## src/rtl/qu_pkg.sv

```systemverilog
// Shared core package: default register-file sizes and the physical register
// index type used by rename-stage blocks.
package qu_pkg;

  localparam int QU_PHY_RF_DEPTH  = 128;
  localparam int QU_ARCH_RF_DEPTH = 32;

  typedef logic [$clog2(QU_PHY_RF_DEPTH)-1:0] phy_reg_t;

endpackage

```

## src/rtl/free_list.sv

```systemverilog
// Physical register free list: circular FIFO of unallocated register indices.
// Optional double-free detection is built with QU_FREE_LIST_DOUBLE_FREE_CHECK_EN.
module free_list
  import qu_pkg::*;
#(
  parameter int PHY_RF_DEPTH  = QU_PHY_RF_DEPTH,
  parameter int ARCH_RF_DEPTH = QU_ARCH_RF_DEPTH
) (
  input  logic                               clk,
  input  logic                               rst,
  input  logic                               alloc_req,
  output logic                               alloc_valid,
  output logic [$clog2(PHY_RF_DEPTH)-1:0]    alloc_addr,
  input  logic                               release_en,
  input  logic [$clog2(PHY_RF_DEPTH)-1:0]    release_addr,
  output logic [$clog2(PHY_RF_DEPTH-ARCH_RF_DEPTH+1)-1:0] free_count,
  output logic                               err_flag
);

  localparam int N  = PHY_RF_DEPTH - ARCH_RF_DEPTH;
  localparam int AW = $clog2(PHY_RF_DEPTH);
  localparam int PW = $clog2(N);
  localparam int CW = $clog2(N + 1);

  localparam logic [CW-1:0] COUNT_FULL = CW'(N);
  localparam logic [PW-1:0] PTR_LAST   = PW'(N - 1);

  logic [AW-1:0] entries [N];
  logic [PW-1:0] head;
  logic [PW-1:0] tail;
  logic [CW-1:0] count;

  logic pop;
  logic push;
  logic bad_addr;

  // Capacity need not be a power of two, so the pointers wrap explicitly.
  function automatic logic [PW-1:0] ptr_next(input logic [PW-1:0] p);
    return (p == PTR_LAST) ? '0 : p + 1'b1;
  endfunction

  assign alloc_valid = (count != '0);
  assign alloc_addr  = entries[head];
  assign free_count  = count;
  assign pop         = alloc_req && alloc_valid;

`ifdef QU_FREE_LIST_DOUBLE_FREE_CHECK_EN
  localparam logic [AW-1:0] ARCH_LIMIT = AW'(ARCH_RF_DEPTH);

  logic [PHY_RF_DEPTH-1:0] in_list;

  assign bad_addr = in_list[release_addr] || (release_addr < ARCH_LIMIT);

  // The head entry still counts as held in the cycle it is popped.
  always_ff @(posedge clk) begin
    if (rst) begin
      for (int i = 0; i < PHY_RF_DEPTH; i++) begin
        in_list[i] <= (i >= ARCH_RF_DEPTH);
      end
    end else begin
      if (pop) begin
        in_list[entries[head]] <= 1'b0;
      end
      if (push) begin
        in_list[release_addr] <= 1'b1;
      end
    end
  end
`else
  assign bad_addr = 1'b0;
`endif

  // A release into a full list is accepted only when a pop frees a slot.
  assign push = release_en && !bad_addr && ((count != COUNT_FULL) || pop);

  always_ff @(posedge clk) begin
    if (rst) begin
      for (int i = 0; i < N; i++) begin
        entries[i] <= AW'(ARCH_RF_DEPTH + i);
      end
      head     <= '0;
      tail     <= '0;
      count    <= COUNT_FULL;
      err_flag <= 1'b0;
    end else begin
      if (pop) begin
        head <= ptr_next(head);
      end
      if (push) begin
        entries[tail] <= release_addr;
        tail          <= ptr_next(tail);
      end
      case ({pop, push})
        2'b10:   count <= count - 1'b1;
        2'b01:   count <= count + 1'b1;
        default: count <= count;
      endcase
      if (release_en && !push) begin
        err_flag <= 1'b1;
      end
    end
  end

endmodule

```

## config.mk

```make
export PLATFORM = sky130hd
export DESIGN_NAME = free_list
export DESIGN_NICKNAME = d
export VERILOG_FILES = /design/src/rtl/qu_pkg.sv /design/src/rtl/free_list.sv
export SDC_FILE = /design/constraint.sdc
export NUM_CORES = 1
export LEC_CHECK = 0
export BUFFER_PORTS_ARGS = -buffer_cell sky130_fd_sc_hd__buf_4
export CAP_MARGIN = 15
export CORE_ASPECT_RATIO = 2
export CORE_MARGIN = 2
export CORE_UTILIZATION = 50
export CTS_CLUSTER_DIAMETER = 50
export DETAILED_ROUTE_END_ITERATION = 7
export PLACE_DENSITY = 0.69
export SYNTH_ARGS = -nofsm -noshare
export SYNTH_HDL_FRONTEND = slang
export SYNTH_SLANG_ARGS = --single-unit
```

## constraint.sdc

```tcl
create_clock -name clk -period 5.2 [get_ports clk]
set_input_delay 0.52 -clock clk [delete_from_list [all_inputs] [get_ports clk]]
set_output_delay 0.52 -clock clk [all_outputs]
set_load 0.02 [all_outputs]
```

## Word level (Yosys, flattened, before mapping)

Memory sizes are Yosys's and may differ from the RTL's. A register that Yosys moved wholly into a read port is not among the register bits.
Index checks and enable logic that the tools add are counted.

- Output and inout bits: 16
- Memories: 1
- Input bits: 11
- Bits in writable memories: 672
- Flip-flop bits (word level): 22
- Word-level logic and storage cells: 35

Memory list:

| name | words | width | rd ports | clocked after Yosys merged registers in | wr ports | RTL line | RTL |
|---|---|---|---|---|---|---|---|
| entries | 96 | 7 | 1 | 1 | 96 | free_list.sv:28 | `logic [AW-1:0] entries [N];` |

- Reductions and logical operators: 8
- Add/sub/neg operators: 4
- Equal/unequal tests: 5
- Muxes and demuxes: 13

Operators with widths:

| operator | number |
|---|---|
| $mux W7 | 6 |
| $add A7 B1 Y7 const B | 3 |
| $eq A7 B7 Y1 const B | 2 |
| $pmux W7 S2 | 1 |
| $ne A7 B7 Y1 const B | 1 |
| $reduce_bool A7 Y1 | 1 |
| $reduce_or A7 Y1 | 1 |
| $sub A7 B1 Y7 const B | 1 |
| $mux W1 | 6 |
| $logic_and A1 B1 Y1 | 3 |
| $eq A2 B1 Y1 const B | 1 |
| $eq A2 B2 Y1 const B | 1 |
| $reduce_bool A2 Y1 | 1 |
| $logic_not A1 Y1 | 1 |
| $logic_or A1 B1 Y1 | 1 |

## Logic depth before layout (Yosys ltp)

- Depth in word-level cells: 9
- Gate-level depth with buffers: 13

## Least setup slack after synthesis

Ideal clock, no wire load.

- Path kind: flip-flop to flip-flop
- Start: register count[1] (netlist: free_count[1])
- End: register count[6] (netlist: free_count[6])
- Data required time: 5.128 ns
- Path buffers: 2
- Stages on the path, launching flop included: 14
- Setup slack: 1.934 ns
- Data arrival time: 3.194 ns
- Period minus slack after synthesis: 3.266 ns
- Path through: dfxtp_1 > or4_1 > buf_2 > o41a_1 > clkbuf_1 > inv_1 > ha_1 > inv_1 > ha_1 > nor2b_1 > o21a_1 > o21a_1 > o211ai_1 > mux2i_1

- Cells in the longest elaborated chain, start to end: 6

Ends and longest elaborated chain:

| item | RTL line | RTL |
|---|---|---|
| from (decl) | free_list.sv:31 | `logic [CW-1:0] count;` |
| from (signal assigned) | free_list.sv:94 | `2'b10: count <= count - 1'b1;` |
| from (signal assigned) | free_list.sv:95 | `2'b01: count <= count + 1'b1;` |
| from (signal assigned) | free_list.sv:96 | `default: count <= count;` |
| parallel branches: the longest is 6 deep, another holds $add A7 B1 Y7 | -- |  |

Parallel ways; which one is timed is not known.
A chain may end at the register's enable or synchronous reset.

==> results.cfg <==
[floorplanning]
coreArea_mm2 = 0.0804
dieArea_mm2 = 0.0835
dieWidth_um = 205
die_y_um = 407
io_pins = 27
start_util_pct = 50.4
rows = 147

[yosys]
synth_mux_area_share_pct = 11.2
async_flop_share_pct = 0
synth_top_area_share_pct = 66.4
synth-compound-area-share_pct = 6.33
synth_area_per_cell_um2 = 13.1
ys.warnings.count = 0
synthSimpleGateAreaFrac_pct = 11.5
synth_xor_area_share_pct = 0.216
synth_area_leaders = edfxtp_1 (66%), mux2i_1 (11%), nand2_1 (4.7%), nor2_1 (4.0%), a22oi_1 (3.6%)
ys_seq_area_share_pct = 67.8
yosys.area.top_type = edfxtp_1
synth_seq_cells = 925
synth-edff-count = 896
synthAdderAreaFrac_pct = 0.296
synth.distinct_cells = 59
synth_ff_type = edfxtp_1
netlist_instances = 3087
synth_top_family_by_area = simple AND/OR/NAND/NOR gates
syn_nets = 3107
syn-cell-area_mm2 = 0.0405

[placed_design]
gp_congestion = 1.11
dpl-instance-area_mm2 = 0.0417
dpl.hpwl_um = 87600
port_buffers = 26

[power]
p_seq_share_pct = 53.8
vdd_drop_max_uv = 228
p_int_mw = 12.1
power.share.clock_pct = 38.1
pwr-share-comb_pct = 8.2
p_leak_nw = 13.2
p_sw_share_pct = 23.7
power_mw = 15.8
power_density_mw_per_mm2 = 358
p_sw_mw = 3.76

[sta]
clock_skew_ns = 0.0152
drv_slew = 0
setup_viol = 0
finalCritPeriodShare_pct = 91.3
setup_tns_ns = 0
max_freq_mhz = 211
rsz0062_at_grt = no
tightest_slew_ns = 1.19
fin_crit_ns = 4.75
slew_headroom_pct = 20.6
hold_viol = 0

[critical_path]
cp_cell_sequence = buf_12, mux2i_1, a22oi_1, nand4_1, nor3_1, or4_1, buf_4
crit_path_top_delay_cell = mux2i_1
critical-path-max-stage-delay_ns = 0.92
critical_path_class = reg -> out
crit_arrival_ns = 4.23
worstSetupEndpointType = output pin
path_delay_family = multiplexers
critPathRequiredTime_ns = 4.68
start_kind = flop
crit_fanout = 75
cp_num_buf_inv = 2

[clocking]
cts_buffers = 78
post_cts_buffers = 0
htreeDepth = 3
insertion_delay_ns = 0.67
cts-hold-fix-buffers = 0
clockBufferDepth = 3
path_clk_slew_ns = 0.07
cts_tree = yes
clock-sinks = 925
cts_resized = 0
cts-root-buf = clkbuf_16

[layout]
antenna_cells = 0
final_common_cell = edfxtp_1
drive_gt1_share_pct = 7.76
n_fill_cell = 6343
multiInputGateArea_mm2 = 0.0121
final_area_mm2 = 0.0443
layout_common_cells = edfxtp_1 (896), nand2_1 (507), mux2i_1 (452)
nets = 3050
seq_area_mm2 = 0.0275
syn_to_final_growth_pct = 9.26

[detailed_routing]
ant_nets = 0
routed_via_density = 6.45
vias = 26660
drt_iter0_drc = 3687
routed_wl_um = 128000
wire_per_inst_um = 31.1
dr.pass1.iters = 7
drc_errors = 0

[global_routing]
grtUsageTotal_pct = 31.1
grt_pass1_wl_um = 183000
gr-total-overflow = 0
antenna_found_initial = 0
grt_pass1_vias = 26235
grt_max_degree = 80

[status]
run_status = completed

[hold_path]
hold_class = in -> reg

[job]
drv_cap = 0
-- per-layer routing --
layer  routed length [um]  global-route usage (%)  vias up  part of all wire (%)
met5                    0                       0        -                     0
met2                63200                    52.3     1850                    49
li1                     -                       -    11213                     -
met4                12000                    23.4        0                   9.3
met3                13600                    6.78      540                    11
met1                39600                    34.2    13057                    31
-- power groups by stage --
| stage | registers (mW) | logic, mW | clock network [mW] |
|---|---|---|---|
| final | 8.52 | 1.29 | 6.03 |
| after global routing | 8.54 | 1.34 | 6.31 |
| after CTS | 8.52 | 1.26 | 6.04 |
| after detailed placement | 8.68 | 1.26 | 0 |
| after global placement | 8.66 | 1.25 | 0 |
| after floorplan | 8.64 | 0.742 | 0 |
-- cells by family (layout without fill, tap and decap cells) --
group | count (synthesis) | after routing
simple gates | 1109 | 1109
xor+xnor | 10 | 10
mux | 452 | 452
buf+inv | 233 | 237
fa+ha+maj | 9 | 9
flops | 925 | 925
compound gates | 349 | 349
-- worst min-delay path, stage by stage --
cell     delay, ns
buf_4         0.12
a21oi_1       0.06
nor2_1        0.08
-- path summary, 6_finish.rpt --
kind	from	depth (start not counted)	slack, ns	endpoint
max	flop	7	0.45	alloc_addr[5]
min	release_en	3	0.16	err_flag
max reg2reg	free_count[1]	5	1.50	entries[108][1]
min reg2reg	err_flag	2	0.50	err_flag
-- final cells by class --
class / instances / area share, %
repair buffers: 88 / 1.75
clock buffers: 94 / 4.78
well taps: 1043 / 2.95
inverters: 8 / 0.0678
clock inverters: 47 / 1.08
multi-input cells: 1929 / 27.3
flip-flops and latches: 925 / 62.1
-- cells in the mapped netlist, types with 2 or more instances --
| master | instances |
|---|---|
| or2_2 | 2 |
| buf_2 | 119 |
| a21o_1 | 97 |
| and3_1 | 2 |
| nor2_1 | 431 |
| xor2_1 | 7 |
| and4bb_2 | 2 |
| nand3b_1 | 2 |
| a22oi_1 | 197 |
| buf_1 | 11 |
| inv_1 | 7 |
| buf_4 | 13 |
| nor3_1 | 39 |
| nor2b_1 | 10 |
| nor4_1 | 2 |
| a311oi_1 | 2 |
| nand3_1 | 35 |
| or3_1 | 2 |
| nand4_1 | 34 |
| nand2b_1 | 6 |
| dfxtp_1 | 29 |
| nor4b_4 | 4 |
| mux2i_1 | 452 |
| o31ai_1 | 2 |
| a21oi_1 | 38 |
| buf_6 | 2 |
| ha_1 | 8 |
| o21a_1 | 2 |
| clkbuf_1 | 80 |
| and4b_1 | 4 |
| or4_1 | 10 |
| nand2_1 | 509 |
| edfxtp_1 | 896 |
| xnor2_1 | 3 |
| nor4bb_1 | 4 |
-- flip-flops by register name, indices dropped and copies added, names as in the netlist, named ones only --
signal / count
err_flag: 1
head: 7
entries: 896
tail: 7
free_count: 7
-- metrics by stage --
stage | utilization (%) | hold slack [ns] | setup slack, ns | cells
floorplan | - | 0.477 | 1.93 | 3087
global placement | 51.9 | 0.462 | 1.43 | 3993
detailed placement | 51.9 | 0.467 | 1.41 | 3993
CTS | 55.1 | 0.118 | 0.698 | 4134
global route | 55.1 | 0.141 | 0.549 | 4134
finish | 55.1 | 0.157 | 0.454 | 4134
No activity file was read; power rests on OpenSTA's default activity.
